--- config.mk ---
export PLATFORM = sky130hd
export DESIGN_NAME = red_pitaya_pwm_sd
export DESIGN_NICKNAME = d
export VERILOG_FILES = /design/src/rtl/red_pitaya_pwm_sd_pkg.sv /design/src/rtl/red_pitaya_pwm_sd_accu.sv /design/src/rtl/red_pitaya_pwm_sd.sv
export SDC_FILE = /design/constraint.sdc
export NUM_CORES = 1
export LEC_CHECK = 0
export BUFFER_PORTS_ARGS = -buffer_cell sky130_fd_sc_hd__buf_2
export CAP_MARGIN = 25
export CORE_MARGIN = 2
export CORE_UTILIZATION = 59
export DETAILED_ROUTE_END_ITERATION = 6
export GPL_ROUTABILITY_DRIVEN = 0
export PLACE_DENSITY = 0.84
export SETUP_SLACK_MARGIN = 0.5
export SYNTH_ARGS = -nofsm -noshare
export SYNTH_HDL_FRONTEND = slang
export SYNTH_HIERARCHICAL = 1
export SYNTH_SLANG_ARGS = --single-unit
--- constraint.sdc ---
create_clock -name clk_i -period 5.84 [get_ports clk_i]
set_clock_uncertainty 0.2 [all_clocks]
set_input_delay 0.584 -clock clk_i [delete_from_list [all_inputs] [get_ports clk_i]]
set_output_delay 0.584 -clock clk_i [all_outputs]
set_load 0.02 [all_outputs]
--- src/rtl/red_pitaya_pwm_sd_pkg.sv ---
// Shared constants for the slow-analog PWM/sigma-delta output stage.
`timescale 1ns / 1ps

package pwm_pkg;

  localparam int unsigned PWM_DAT_W = 14;
  localparam int unsigned PWM_CCW   = 8;
  localparam int unsigned PWM_FW    = 6;

  localparam logic [PWM_DAT_W-1:0] OFFSET = 14'h2000;

  // Adding 8192 modulo 2^14 to a two's complement sample is just an MSB flip.
  function automatic logic [PWM_DAT_W-1:0] to_offset(input logic [PWM_DAT_W-1:0] dat);
    return dat ^ OFFSET;
  endfunction

endpackage

--- src/rtl/red_pitaya_pwm_sd_accu.sv ---
// First-order sigma-delta accumulator: spreads the fractional duty bits over
// 2^FW PWM periods by emitting one carry each time the running sum overflows.
`timescale 1ns / 1ps

module red_pitaya_pwm_sd_accu
  import pwm_pkg::*;
#(
  parameter int unsigned FW = PWM_FW
) (
  input  logic          clk,
  input  logic          rst,
  input  logic          ce,
  input  logic          clr,
  input  logic [FW-1:0] frac,
  output logic          carry
);

  logic [FW-1:0] acc_q;
  logic [FW:0]   sum;

  // Carry is combinational so the top can fold it into the duty on the same edge.
  always_comb begin
    sum = {1'b0, acc_q} + {1'b0, frac};
  end

  assign carry = sum[FW];

  // Accumulator advances only at period boundaries; clr restarts the dither pattern.
  always_ff @(posedge clk or posedge rst) begin
    if (rst) begin
      acc_q <= '0;
    end else if (ce) begin
      acc_q <= clr ? '0 : sum[FW-1:0];
    end
  end

endmodule

--- src/rtl/red_pitaya_pwm_sd.sv ---
// PWM output stage with sigma-delta dithering of the fractional bits.
// The sample is latched once per period so the bitstream never glitches mid-period.
`timescale 1ns / 1ps

module red_pitaya_pwm_sd
  import pwm_pkg::*;
#(
  parameter int unsigned CCW = PWM_CCW,
  parameter int unsigned FW  = PWM_FW
) (
  input  logic                 clk_i,
  input  logic                 rst_i,
  input  logic [PWM_DAT_W-1:0] dat_i,
  input  logic                 en_i,
  output logic                 pwm_o,
  output logic                 sync_o,
  output logic [CCW:0]         duty_o
);

  logic [PWM_DAT_W-1:0] code;
  logic [CCW-1:0]       int_part;
  logic [FW-1:0]        frac;
  logic                 carry;
  logic                 boundary;

  logic [CCW-1:0] cnt_q, cnt_d;
  logic [CCW:0]   duty_q, duty_d;
  logic           pwm_q, pwm_d;
  logic           sync_q, sync_d;

  // Offset binary split into integer duty and dither fraction.
  always_comb begin
    code     = to_offset(dat_i);
    int_part = code[PWM_DAT_W-1:FW];
    frac     = code[FW-1:0];
  end

  assign boundary = (cnt_q == {CCW{1'b1}});

  red_pitaya_pwm_sd_accu #(
    .FW (FW)
  ) u_accu (
    .clk   (clk_i),
    .rst   (rst_i),
    .ce    (boundary),
    .clr   (~en_i),
    .frac  (frac),
    .carry (carry)
  );

  // Next-state: free-running counter, duty latched at the boundary, registered compare.
  always_comb begin
    cnt_d  = cnt_q + 1'b1;
    duty_d = duty_q;
    if (boundary) begin
      duty_d = en_i ? ({1'b0, int_part} + {{CCW{1'b0}}, carry}) : '0;
    end
    // Compare against the next count so pwm_o lines up with the period cycle.
    pwm_d  = ({1'b0, cnt_d} < duty_d);
    sync_d = (cnt_d == '0);
  end

  // State registers; reset parks the counter on the boundary so the first edge samples.
  always_ff @(posedge clk_i or posedge rst_i) begin
    if (rst_i) begin
      cnt_q  <= '1;
      duty_q <= '0;
      pwm_q  <= 1'b0;
      sync_q <= 1'b0;
    end else begin
      cnt_q  <= cnt_d;
      duty_q <= duty_d;
      pwm_q  <= pwm_d;
      sync_q <= sync_d;
    end
  end

  assign pwm_o  = pwm_q;
  assign sync_o = sync_q;
  assign duty_o = duty_q;

endmodule

======== Word level (Yosys, flattened, before mapping) ========
Index checks and enable logic that the tools add are counted.
word-level totals
  word-level logic and storage cells ...... 15
  output and inout port bits .............. 11
  register bits after elaboration ......... 25
operators by class
  magnitude comparators ................... 1
  reductions and logical operators ........ 1
  muxes and demuxes ....................... 3
  bitwise gates (word level) .............. 1
  add/sub/neg operators ................... 3
  equality and inequality tests ........... 1
operators by type and width
  kind                                                           count
  9-bit two-way mux                                              2
  8-bit by 1-bit adder with 9-bit output                         1
  8-bit by 9-bit less-than comparator with 1-bit output          1
  8-bit by 1-bit adder with 8-bit output, second input constant  1
  8-bit == test, second input constant                           1
  8-bit zero test                                                1
  6-bit by 6-bit adder with 7-bit output                         1
  6-bit two-way mux                                              1
  1-bit NOT                                                      1

======== Logic depth before layout (Yosys ltp) ========
Gate-level depths: netlist of run 1.
  depth after elaboration ................. 5
  depth in mapped cells ................... 15
  gate-level depth less buffers ........... 15

======== By module ========
Netlist of run 1, hierarchy kept.
modules (own cells, without submodules)
  module                  area each (um2)  cells an instance  seq. area each (um2)  times used
  red_pitaya_pwm_sd       1111.1           114                485.5                 1
  red_pitaya_pwm_sd_accu  459.2            48                 150.1                 1

======== Least setup slack after synthesis of run 1 ========
No wires, ideal clock.
  path type ............................... input to register
  from .................................... input dat_i[0]
  to ...................................... register pwm_q (netlist: pwm_o)
  required time ........................... 5.520 ns
  stages on the path ...................... 15
  setup time .............................. 0.120 ns
  path buffers ............................ 0
  arrival time ............................ 3.571 ns
  setup slack ............................. 1.949 ns
  cells stage by stage .................... ha_1 fa_1 nand3_1 a21oi_1 a211o_1 ha_1 ha_1 nand3_1 xor2_1 o21a_1 ha_1 nand3_1 or3_1 a311o_1 a31o_1
between the ends
  word-level cells in the longest chain between the ends .. 5
ends and longest elaborated chain
  element                                                line                          text
  from (decl)                                            red_pitaya_pwm_sd.sv:13       input logic [PWM_DAT_W-1:0] dat_i,
  6-bit by 6-bit adder with 7-bit output                 red_pitaya_pwm_sd_accu.sv:23  sum = {1'b0, acc_q} + {1'b0, frac};
  net carry                                              red_pitaya_pwm_sd.sv:23       logic carry;
  8-bit by 1-bit adder with 9-bit output                 red_pitaya_pwm_sd.sv:56       duty_d = en_i ? ({1'b0, int_part} + {{CCW{1'b0}}, carry}) : '0;
  9-bit two-way mux                                      red_pitaya_pwm_sd.sv:56
  9-bit two-way mux                                      red_pitaya_pwm_sd.sv:55       if (boundary) begin
  8-bit by 9-bit less-than comparator with 1-bit output  red_pitaya_pwm_sd.sv:59       pwm_d = ({1'b0, cnt_d} < duty_d);
  net pwm_d                                              red_pitaya_pwm_sd.sv:28       logic pwm_q, pwm_d;
  to (signal assigned)                                   red_pitaya_pwm_sd.sv:73       pwm_q <= pwm_d;
  to (decl)                                              red_pitaya_pwm_sd.sv:28
The timed path passes the listed nets, and every way through them passes these cells.
A chain may end at the register's enable or synchronous reset.

======== Final worst setup path of run 1 ========
  from .................................... register u_accu.acc_q[0]
  to ...................................... register pwm_q (netlist: pwm_o)
between the ends
  word-level cells in the longest chain between the ends .. 5
ends and longest elaborated chain
  element                                                line                          text
  from (decl)                                            red_pitaya_pwm_sd_accu.sv:18  logic [FW-1:0] acc_q;
  from (signal assigned)                                 red_pitaya_pwm_sd_accu.sv:33  acc_q <= clr ? '0 : sum[FW-1:0];
  6-bit by 6-bit adder with 7-bit output                 red_pitaya_pwm_sd_accu.sv:23
  net carry                                              red_pitaya_pwm_sd.sv:23
  8-bit by 1-bit adder with 9-bit output                 red_pitaya_pwm_sd.sv:56
  9-bit two-way mux                                      red_pitaya_pwm_sd.sv:56
  9-bit two-way mux                                      red_pitaya_pwm_sd.sv:55
  8-bit by 9-bit less-than comparator with 1-bit output  red_pitaya_pwm_sd.sv:59
  net pwm_d                                              red_pitaya_pwm_sd.sv:28
The timed path passes the listed nets, and every way through them passes these cells.

==> run_results.csv, run 1 <==
group,metric,value,unit
clock_tree,clockRootBuffer,"clkbuf_4",
worst_setup_path,crit_type,"flip-flop to flip-flop",
clock_tree,clk_pin_slew,140,ps
grt,grt_usage,0.234,
logic_synthesis,syn_nets,196,
logic_synthesis,yosys-top-cells-area,"dfrtp_1 27%, dfstp_2 13%, ha_1 13%",
worst_setup_path,cp_cell_sequence,"ha_1 > fa_1 > nand3_1 > a21oi_1 > a211o_1 > ha_1 > ha_1 > nand3_1 > xor2_1 > o21a_1 > ha_1 > nand3_1 > or3_1 > a311o_1 > a31o_1",
worst_setup_path,cp.arrival,4070,ps
worst_setup_path,crit_path_max_incr_delay,410,ps
logic_synthesis,ys_types,43,
route,drt_iter0_markers,29,
place,portBuffers,27,
logic_synthesis,synth_cells,162,
pwr,p_int,0.000215,W
clock_tree,clk_latency,310,ps
grt,grt_pass1_wl,5800,um
logic_synthesis,synth_compound_area_frac,0.175,
worst_setup_path,start_kind,"flip-flop",
grt,grt_pass1_vias,1264,
logic_synthesis,ys_seq_area_frac,0.405,
logic_synthesis,ys_warn_count,6,
die,core,2500,um^2
logic_synthesis,syn-cell-area,1570,um^2
place,pre_cts_slack,1550,ps
finish,nFillCells,208,
die,die_h,55.6,um
place,dpl.hpwl,2710,um
finish,multi_input_area,878,um^2
pwr,peakVddDrop,0.000112,V
logic_synthesis,ys_ff_latch,25,
worst_setup_path,crit_required,5860,ps
clock_tree,cts_tree,"yes",
route,viasPerCell,6.05,
grt,grt_max_degree,20,
die,start_util,0.628,
route,antenna_left,0,
finish,drive_gt1_frac,0.219,
pwr,clkPwrFrac,0.272,
finish,register_area,636,um^2
worst_setup_path,crit_slowest_cell,"dfrtp_1",
die,die_w,55.6,um
pwr,switchingPower,0.0000728,W
finish,final_nets,227,
grt,overflow,0,
worst_hold_path,hp-class,"flip-flop to flip-flop",
finish,area_growth,12.4,%
pwr,p_comb_frac,0.123,
sta,setup_ws,1790,ps
logic_synthesis,async_flop_share,1.00,
logic_synthesis,synthMuxAreaShare,0,
sta,worst_slew_pin_slew,726,ps
flow_run,maxCapViolations,0,
clock_tree,cts.sinks,25,
sta,min_period,4050,ps
sta,final.setup.tns,0,ps
clock_tree,clk_path_buf_depth,2,
finish,fin_util,0.706,
logic_synthesis,synthAdderAreaFrac,0.140,
sta,fin_crit_sh,0.693,
pwr,power_density,163,nW/um^2
worst_setup_path,worst_path_most_repeated_cell,"ha_1",
sta,setup_viol,0,
clock_tree,cts_max_level,1,
clock_tree,cts_buffers,3,
worst_setup_path,crit_path_end_kind,"flip-flop",
worst_setup_path,path_max_fanout,4,
sta,max_freq,0.247,GHz
outcome,outcome,"finished clean",
sta,rsz0062_at_grt,"false",
die,rows,18,
pwr,leakagePower,0.820,nW
die,io_pins,28,
sta,max-slew-margin-rel,0.516,
route,num_vias,1344,
route,wl_per_cell,15.7,um
route,drt_wl_total,3500,um
route,drc,0,
sta,slew_viol_final,0,
logic_synthesis,synth_edf_count,0,
grt,antenna_found_initial,0,
pwr,netSwitchingFraction,0.253,
logic_synthesis,synth_top_cell_area_share,0.271,
pwr,seq_power_share,0.605,
route,first_pass_iters,4,
pwr,fin_total_pwr,0.000288,W
logic_synthesis,synth-simple-area-share,0.172,
logic_synthesis,synth_top_family_by_area,"compound AO/OA/AOI/OAI gates",
sta,hold_viol,0,
finish,diodes,0,
clock_tree,cts_resized,0,
logic_synthesis,yosysTopAreaCell,"dfrtp_1",
finish,layout_common_cells,"27 x buf_2, 18 x nand2_1, 17 x dfrtp_1",
die,dieArea,3090,um^2
finish,mostFrequentLayoutCell,"buf_2",
logic_synthesis,syn_avg_cell_area,9.69,um^2
logic_synthesis,synth_xor_area_frac,0.0725,
logic_synthesis,synth_ff_type,"dfrtp_1",
## power by group through the flow
| stage | Combinational (W) | Clock [W] | Sequential (W) |
|---|---|---|---|
| after floorplan | 0.0000196 | 0 | 0.000177 |
| after global placement | 0.0000320 | 0 | 0.000177 |
| after detailed placement | 0.0000341 | 0 | 0.000177 |
| after CTS | 0.0000350 | 0.0000776 | 0.000174 |
| after global routing | 0.0000398 | 0.0000861 | 0.000174 |
| final | 0.0000354 | 0.0000781 | 0.000174 |
## worst paths after layout
kind                            startpoint               to  slack, ps  cells past startpoint
max reg2reg                u_accu/acc_q[0]            pwm_o       1790                     15
max                        u_accu/acc_q[0]            pwm_o       1790                     15
min reg2reg                       cnt_q[0]         cnt_q[0]        300                      1
min                               cnt_q[0]         cnt_q[0]        300                      1
max in group asynchronous            rst_i        duty_o[1]       4270                      3
min in group asynchronous            rst_i  u_accu/acc_q[1]        520                      3
## cells by family (layout without fill, tap and decap cells)
family | count (synthesis) | in the layout
adder cells (fa/ha/maj) | 17 | 17
XOR/XNOR | 13 | 13
AO/OA/AOI/OAI | 41 | 41
buffers and inverters | 13 | 43
flip-flops | 25 | 25
AND/OR/NAND/NOR | 53 | 53
## metrics by stage
stage          cell area (um^2)  hold WS, ps  instances
2_1_floorplan              1570          175        162
3_3_place_gp               1730          269        217
3_5_place_dp               1730          269        217
4_1_cts                    1760          299        222
5_1_grt                    1760          319        222
6_report                   1760          300        222
## layer usage
metal	vias to the layer above	global-route usage	wire length, um
met5	-	0	0
met4	0	0.0732	70
met3	12	0.0372	174
met2	49	0.372	1590
met1	639	0.330	1660
li1	644	-	-
## cells in the mapped netlist (2+ instances only)
cell,number
a211o_1,2
a21oi_1,7
o21a_1,6
nand2_1,18
dfrtp_1,17
xor2_1,7
dfstp_2,8
inv_1,11
nand3_1,12
o21ai_0,12
nor2_1,6
xnor2_1,6
o32ai_1,2
and3_1,4
ha_1,16
## worst max-delay path, delay by kind of cell (launching register included)
kind,cells,cell delay (ps)
AO/OA/AOI/OAI,5,1110
XOR/XNOR,1,90
AND/OR/NAND/NOR,4,740
adder cells (fa/ha/maj),5,1390
flip-flops,1,410
## registers in the layout, summed over array words and instances, names as in the netlist
register      flops
duty_o            9
pwm_o             1
sync_o            1
cnt_q             8
u_accu/acc_q      6
## area by class of cell
type                    instances  area share
multi-input cells             124       0.498
flip-flops and latches         25       0.360
repair buffers                 28      0.0823
inverters                      11      0.0234
well taps                      30      0.0213
clock buffers                   4      0.0149
## repair_timing
item | CTS | global route
setup buffers | 0 | 0
hold buffers | 1 | 0
hold endpoints to repair | 6 | 0
No activity file was read; power rests on OpenSTA's default activity.
==> run 2, diff against run 1 <==
--- a/config.mk
+++ b/config.mk
@@ -8,10 +8,10 @@
 export BUFFER_PORTS_ARGS = -buffer_cell sky130_fd_sc_hd__buf_2
 export CAP_MARGIN = 25
 export CORE_MARGIN = 2
-export CORE_UTILIZATION = 59
+export CORE_UTILIZATION = 50
 export DETAILED_ROUTE_END_ITERATION = 6
 export GPL_ROUTABILITY_DRIVEN = 0
-export PLACE_DENSITY = 0.84
+export PLACE_DENSITY = 0.75
 export SETUP_SLACK_MARGIN = 0.5
 export SYNTH_ARGS = -nofsm -noshare
 export SYNTH_HDL_FRONTEND = slang
==> constraint.sdc (replaced) <==
create_clock -name clk_i -period 3.6 [get_ports clk_i]
set_clock_uncertainty 0.2 [all_clocks]
set_input_delay 0.36 -clock clk_i [delete_from_list [all_inputs] [get_ports clk_i]]
set_output_delay 0.36 -clock clk_i [all_outputs]
set_load 0.02 [all_outputs]
==> run 2 against run 1 <==
Die area rose by 17%. Fmax increased by 14%. Clock-buffer cell count fell by 1. Register-to-register slack worse by 1800 ps. Final area up 16%. Power increased by 76%. Core utilization shrank 3.0 points. Wire length rose by 13%. Clock power rose by 75%. Setup slack got worse by 1800 ps. Critical endpoint unchanged.
==> run_results.csv, run 2 (synthesis gave the netlist of run 1 again) <==
group,metric,value,unit
finish,instances_no_fill,255,
worst_setup_path,path_max_fanout,4,
pwr,clkPwrFrac,0.271,
grt,grt_usage,0.235,
pwr,netSwitchingFraction,0.273,
clock_tree,clockRootBuffer,"clkbuf_4",
die,core,3030,um^2
finish,largest_register_ffs,9,
finish,diodes,0,
worst_setup_path,cp-endpoint,"pwm_o",
route,first_pass_iters,4,
grt,grt_pass1_vias,1383,
sta,hold_viol,0,
worst_hold_path,hp-class,"input pin to flip-flop",
route,antenna_left,0,
finish,layout_common_cells,"27 x buf_2, 17 x nand2_1, 17 x dfrtp_1",
grt,use_met2,0.370,
place,placed_cells,238,
grt,grt_util_met1,0.320,
grt,overflow,0,
sta,slew_viol_final,0,
clock_tree,clk_pin_slew,150,ps
finish,mostFrequentLayoutCell,"buf_2",
clock_tree,cts_buffers,3,
sta,hold_ws,141,ps
worst_setup_path,rrSetupSlack,30,ps
worst_setup_path,crit_path_max_incr_delay,440,ps
route,num_vias,1454,
clock_tree,clk_latency,340,ps
grt,grt_pass1_wl,6220,um
worst_setup_path,crit_required,3640,ps
worst_setup_path,crit_type,"flip-flop to flip-flop",
worst_setup_path,cp_cell_sequence,"ha_4 > fa_2 > nand3_2 > a21oi_2 > a211o_1 > ha_4 > ha_4 > xor2_2 > nand2_1 > o21a_1 > ha_4 > nand2_2 > or3_1 > a311o_1 > a31o_1",
worst_setup_path,reg2regPathDepth,15,
place,dpl.hpwl,2830,um
clock_tree,cts_max_level,1,
sta,final.setup.tns,0,ps
sta,max_freq,0.280,GHz
worst_setup_path,cp.arrival,3610,ps
pwr,p_int,0.000369,W
worst_setup_path,crit_family,"adder cells",
worst_setup_path,path_buf_inv,0,
outcome,outcome,"finished clean",
worst_setup_path,crit_slowest_cell,"dfrtp_1",
finish,drive_gt1_frac,0.365,
route,drc,0,
worst_setup_path,rr_endpoint,"pwm_o",
die,start_util,0.519,
route,viasPerCell,5.70,
grt,use_met3,0.0281,
sta,rsz0062_at_grt,"true",
clock_tree,cts_tree,"yes",
finish,final_nets,246,
grt,grt_max_degree,20,
die,rows,20,
die,die_h,60.0,um
grt,grt.busiest_layer,"met2",
sta,setup_viol,0,
pwr,fin_total_pwr,0.000507,W
die,die_w,60.0,um
pwr,power_density,248,nW/um^2
worst_setup_path,start_kind,"flip-flop",
worst_setup_path,startpoint,"u_accu/acc_q[0]",
grt,antenna_found_initial,0,
pwr,seq_power_share,0.557,
worst_setup_path,worst_path_most_repeated_cell,"ha_4",
pwr,p_comb_frac,0.172,
pwr,peakVddDrop,0.000241,V
route,drt_wl_total,3960,um
sta,worst_slew_pin_slew,744,ps
route,drt_iter0_markers,70,
place,portBuffers,27,
pwr,leakagePower,0.907,nW
clock_tree,cts.sinks,25,
worst_setup_path,r2r_start,"u_accu/acc_q[0]",
flow_run,maxCapViolations,0,
die,io_pins,28,
pwr,switchingPower,0.000139,W
clock_tree,clk_path_buf_depth,2,
sta,max-slew-margin-rel,0.503,
worst_setup_path,cp.depth,15,
finish,nFillCells,234,
sta,min_period,3570,ps
finish,area_growth,30.3,%
sta,fin_crit_sh,0.991,
route,wl_per_cell,15.5,um
worst_setup_path,crit_path_end_kind,"flip-flop",
die,dieArea,3600,um^2
## run 2: routing by layer
layer  vias to the layer above  share of wire
met1                       700           0.45
met4                         0          0.025
met5                         -              0
met3                        10          0.057
li1                        684              -
met2                        60           0.47
## run 2: stage by stage
stage | instance area, um^2 | setup slack [ps] | utilization
3_3_place_gp | 1840 | -41.1 | 0.609
3_5_place_dp | 1840 | -87.8 | 0.609
6_report | 2050 | 33.5 | 0.676
5_1_grt | 2050 | -75.9 | 0.676
2_1_floorplan | 1620 | 150 | -
4_1_cts | 1980 | 4.75 | 0.654
## run 2: how the worst min path moves through the flow
stage	slack, ps	to	cells after the start	from
after floorplan	-50	u_accu/acc_q[0]	1	rst_i
after global placement	100	u_accu/acc_q[2]	2	rst_i
after detailed placement	100	u_accu/acc_q[2]	2	rst_i
after CTS	140	duty_o[1]	3	en_i
after global routing	170	duty_o[1]	3	en_i
final	140	duty_o[1]	3	en_i
## run 2: tightest hold or removal path: cells and delay by family
family | cells | cell delay, ps
AOI/OAI and AO/OA | 1 | 70
buffers and inverters | 1 | 140
and+or+nand+nor | 1 | 90
## run 2: final cells by class
type / instances / area (um^2) / area share
Clock buffer: 3 / 22.5 / 0.0110
Clock inverter: 1 / 7.51 / 0.00367
Inverter: 11 / 41.3 / 0.0202
Multi-Input combinational cell: 124 / 985 / 0.481
Sequential cell: 25 / 636 / 0.311
Tap cell: 44 / 55.1 / 0.0269
Timing Repair Buffer: 47 / 299 / 0.146
## run 2: power groups by stage
stage	clock network, W	registers [W]	logic (W)
2_1_floorplan	0	0.000288	0.0000355
3_3_place_gp	0	0.000287	0.0000619
3_5_place_dp	0	0.000287	0.0000635
4_1_cts	0.000140	0.000283	0.0000790
5_1_grt	0.000149	0.000283	0.0000959
6_report	0.000137	0.000283	0.0000875
## run 2: timing repair
item | in CTS | in global routing
hold buffers | 1 | 0
endpoints found under the setup margin | 1 | 2
pin swaps | 11 | 6
buffers inserted | 11 | 1
resized for setup | 2 | 11
cloned | 0 | 0
endpoints found under the hold margin | 17 | 0
==> run 3, diff against run 2 <==
--- a/config.mk
+++ b/config.mk
@@ -11,7 +11,7 @@
 export CORE_UTILIZATION = 50
 export DETAILED_ROUTE_END_ITERATION = 6
 export GPL_ROUTABILITY_DRIVEN = 0
-export PLACE_DENSITY = 0.75
+export PLACE_DENSITY = 0.77
 export SETUP_SLACK_MARGIN = 0.5
 export SYNTH_ARGS = -nofsm -noshare
 export SYNTH_HDL_FRONTEND = slang
==> run 3 against run 2 <==
Die area unchanged. Critical path type unchanged. Critical path depth unchanged. Power shrank 5.7%. Cell count shrank 4.3%. Hold slack better by 21 ps. Largest power group unchanged.
==> run_results.csv, run 3 (synthesis gave the netlist of run 1 again) <==
group,metric,value,unit
outcome,outcome,"finished clean",
die,die_w,60.0,um
pwr,fin_total_pwr,0.000479,W
clock_tree,cts.sinks,25,
route,drt_iter0_markers,56,
grt,grt_pass1_vias,1344,
die,core,3030,um^2
grt,grt_pass1_wl,5780,um
finish,nFillCells,248,
finish,final_nets,235,
worst_setup_path,crit_type,"flip-flop to flip-flop",
finish,mostFrequentLayoutCell,"buf_2",
place,portBuffers,27,
finish,diodes,0,
finish,largest_register_ffs,9,
sta,min_period,3570,ps
finish,stdcell_area,1910,um^2
worst_setup_path,crit_path_max_incr_delay,430,ps
worst_setup_path,r2r_start,"u_accu/acc_q[0]",
finish,drive_gt1_frac,0.300,
worst_setup_path,start_kind,"flip-flop",
sta,setup_ws,26.2,ps
worst_hold_path,min_from,"dat_i[13]",
worst_hold_path,hp-class,"input pin to flip-flop",
die,rows,20,
worst_setup_path,crit_slowest_cell,"dfrtp_1",
worst_setup_path,startpoint,"u_accu/acc_q[0]",
clock_tree,clk_pin_slew,140,ps
pwr,leakagePower,0.858,nW
finish,instances_no_fill,244,
sta,rsz0062_at_grt,"true",
sta,slew_viol_final,0,
worst_setup_path,path_buf_inv,0,
sta,max-slew-margin-rel,0.537,
route,antenna_left,0,
grt,grt_usage,0.213,
clock_tree,clk_latency,320,ps
place,dpl.hpwl,2820,um
worst_setup_path,crit_required,3620,ps
die,die_h,60.0,um
route,first_pass_iters,4,
flow_run,maxCapViolations,0,
worst_setup_path,crit_family,"adder cells",
die,io_pins,28,
clock_tree,clockRootBuffer,"clkbuf_4",
die,start_util,0.519,
grt,antenna_found_initial,0,
route,num_vias,1322,
sta,fin_crit_sh,0.993,
worst_setup_path,cp.arrival,3590,ps
sta,max_freq,0.280,GHz
place,pre_cts_slack,-88.6,ps
worst_setup_path,path_max_fanout,4,
clock_tree,cts_tree,"yes",
sta,hold_viol,0,
route,wl_per_cell,13.8,um
pwr,peakVddDrop,0.000136,V
worst_setup_path,crit_path_end_kind,"flip-flop",
die,dieArea,3600,um^2
finish,area_growth,21.5,%
pwr,power_density,251,nW/um^2
place,dpl_cell_area,1840,um^2
clock_tree,cts_buffers,3,
clock_tree,clk_path_buf_depth,2,
place,placed_cells,238,
worst_setup_path,worst_path_most_repeated_cell,"ha_4",
route,drc,0,
grt,grt_max_degree,20,
route,viasPerCell,5.42,
clock_tree,cts_max_level,1,
sta,setup_viol,0,
grt,overflow,0,
finish,layout_common_cells,"27 x buf_2, 18 x nand2_1, 17 x dfrtp_1",
route,drt_wl_total,3370,um
worst_setup_path,cp_cell_sequence,"ha_4 > fa_2 > nand3_2 > a21oi_2 > a211o_1 > ha_4 > ha_4 > nand3_1 > xor2_1 > o21a_1 > ha_1 > nand2_1 > or3_1 > a311o_1 > a31o_1",
sta,worst_slew_pin_slew,694,ps
run 3: cell count changes in the layout (fill, tap and decap cells not counted), moves of 2 or more:
cell   previous run  this run
buf_4            16         8
buf_6             3         0
ha_1             11        13
ha_4              5         3
run 3: power by group:
| part | internal [W] | total [W] | switching (W) |
|---|---|---|---|
| sequential | 0.000282 | 0.000282 | 0.000000542 |
| clock | 0.0000424 | 0.000128 | 0.0000858 |
| combinational | 0.0000313 | 0.0000679 | 0.0000367 |
| total | 0.000356 | 0.000479 | 0.000123 |
run 3: timing repair:
action / in CTS / in global routing
setup endpoints to repair: 1 / 1
setup buffers: 0 / 1
endpoints found under the hold margin: 17 / 0
hold buffers: 1 / 0
gates cloned: 0 / 0
pin swaps: 2 / 1
gates resized for setup: 1 / 2
run 3: final cells by class:
class / count / area (um^2) / share of cell area
clock buffers: 3 / 22.5 / 0.0118
well taps: 44 / 55.1 / 0.0289
repair buffers: 36 / 205 / 0.108
flip-flops and latches: 25 / 636 / 0.333
multi-input cells: 124 / 941 / 0.493
clock inverters: 1 / 7.51 / 0.00393
inverters: 11 / 41.3 / 0.0216
run 3: worst paths after layout:
path	endpoint	slack, ps	cells past startpoint
max	pwm_o	30	15
min	duty_o[8]	160	3
max reg2reg	pwm_o	30	15
min reg2reg	cnt_q[0]	310	1
max in group asynchronous	pwm_o	2280	3
min in group asynchronous	u_accu/acc_q[3]	290	3
run 3: through the flow:
| stage | TNS (ps) | hold WS [ps] | util |
|---|---|---|---|
| 5_1_grt | -111 | 171 | 0.630 |
| 3_3_place_gp | -49.3 | 94.3 | 0.609 |
| 4_1_cts | 0 | 153 | 0.625 |
| 6_report | 0 | 162 | 0.630 |
| 2_1_floorplan | 0 | -49.0 | - |
| 3_5_place_dp | -88.6 | 102 | 0.609 |
run 3: per-layer routing:
| metal | GRT usage | vias up | part of all wire |
|---|---|---|---|
| li1 | - | 665 | - |
| met2 | 0.345 | 42 | 0.47 |
| met5 | 0 | - | 0 |
| met1 | 0.304 | 611 | 0.46 |
| met3 | 0.0216 | 4 | 0.061 |
| met4 | 0.0571 | 0 | 0.0074 |
run 3: tightest hold or removal path, delay by kind of cell:
family,cells,cell delay [ps]
buffers and inverters,1,100
AND/OR/NAND/NOR,1,100
AO/OA/AOI/OAI,1,80
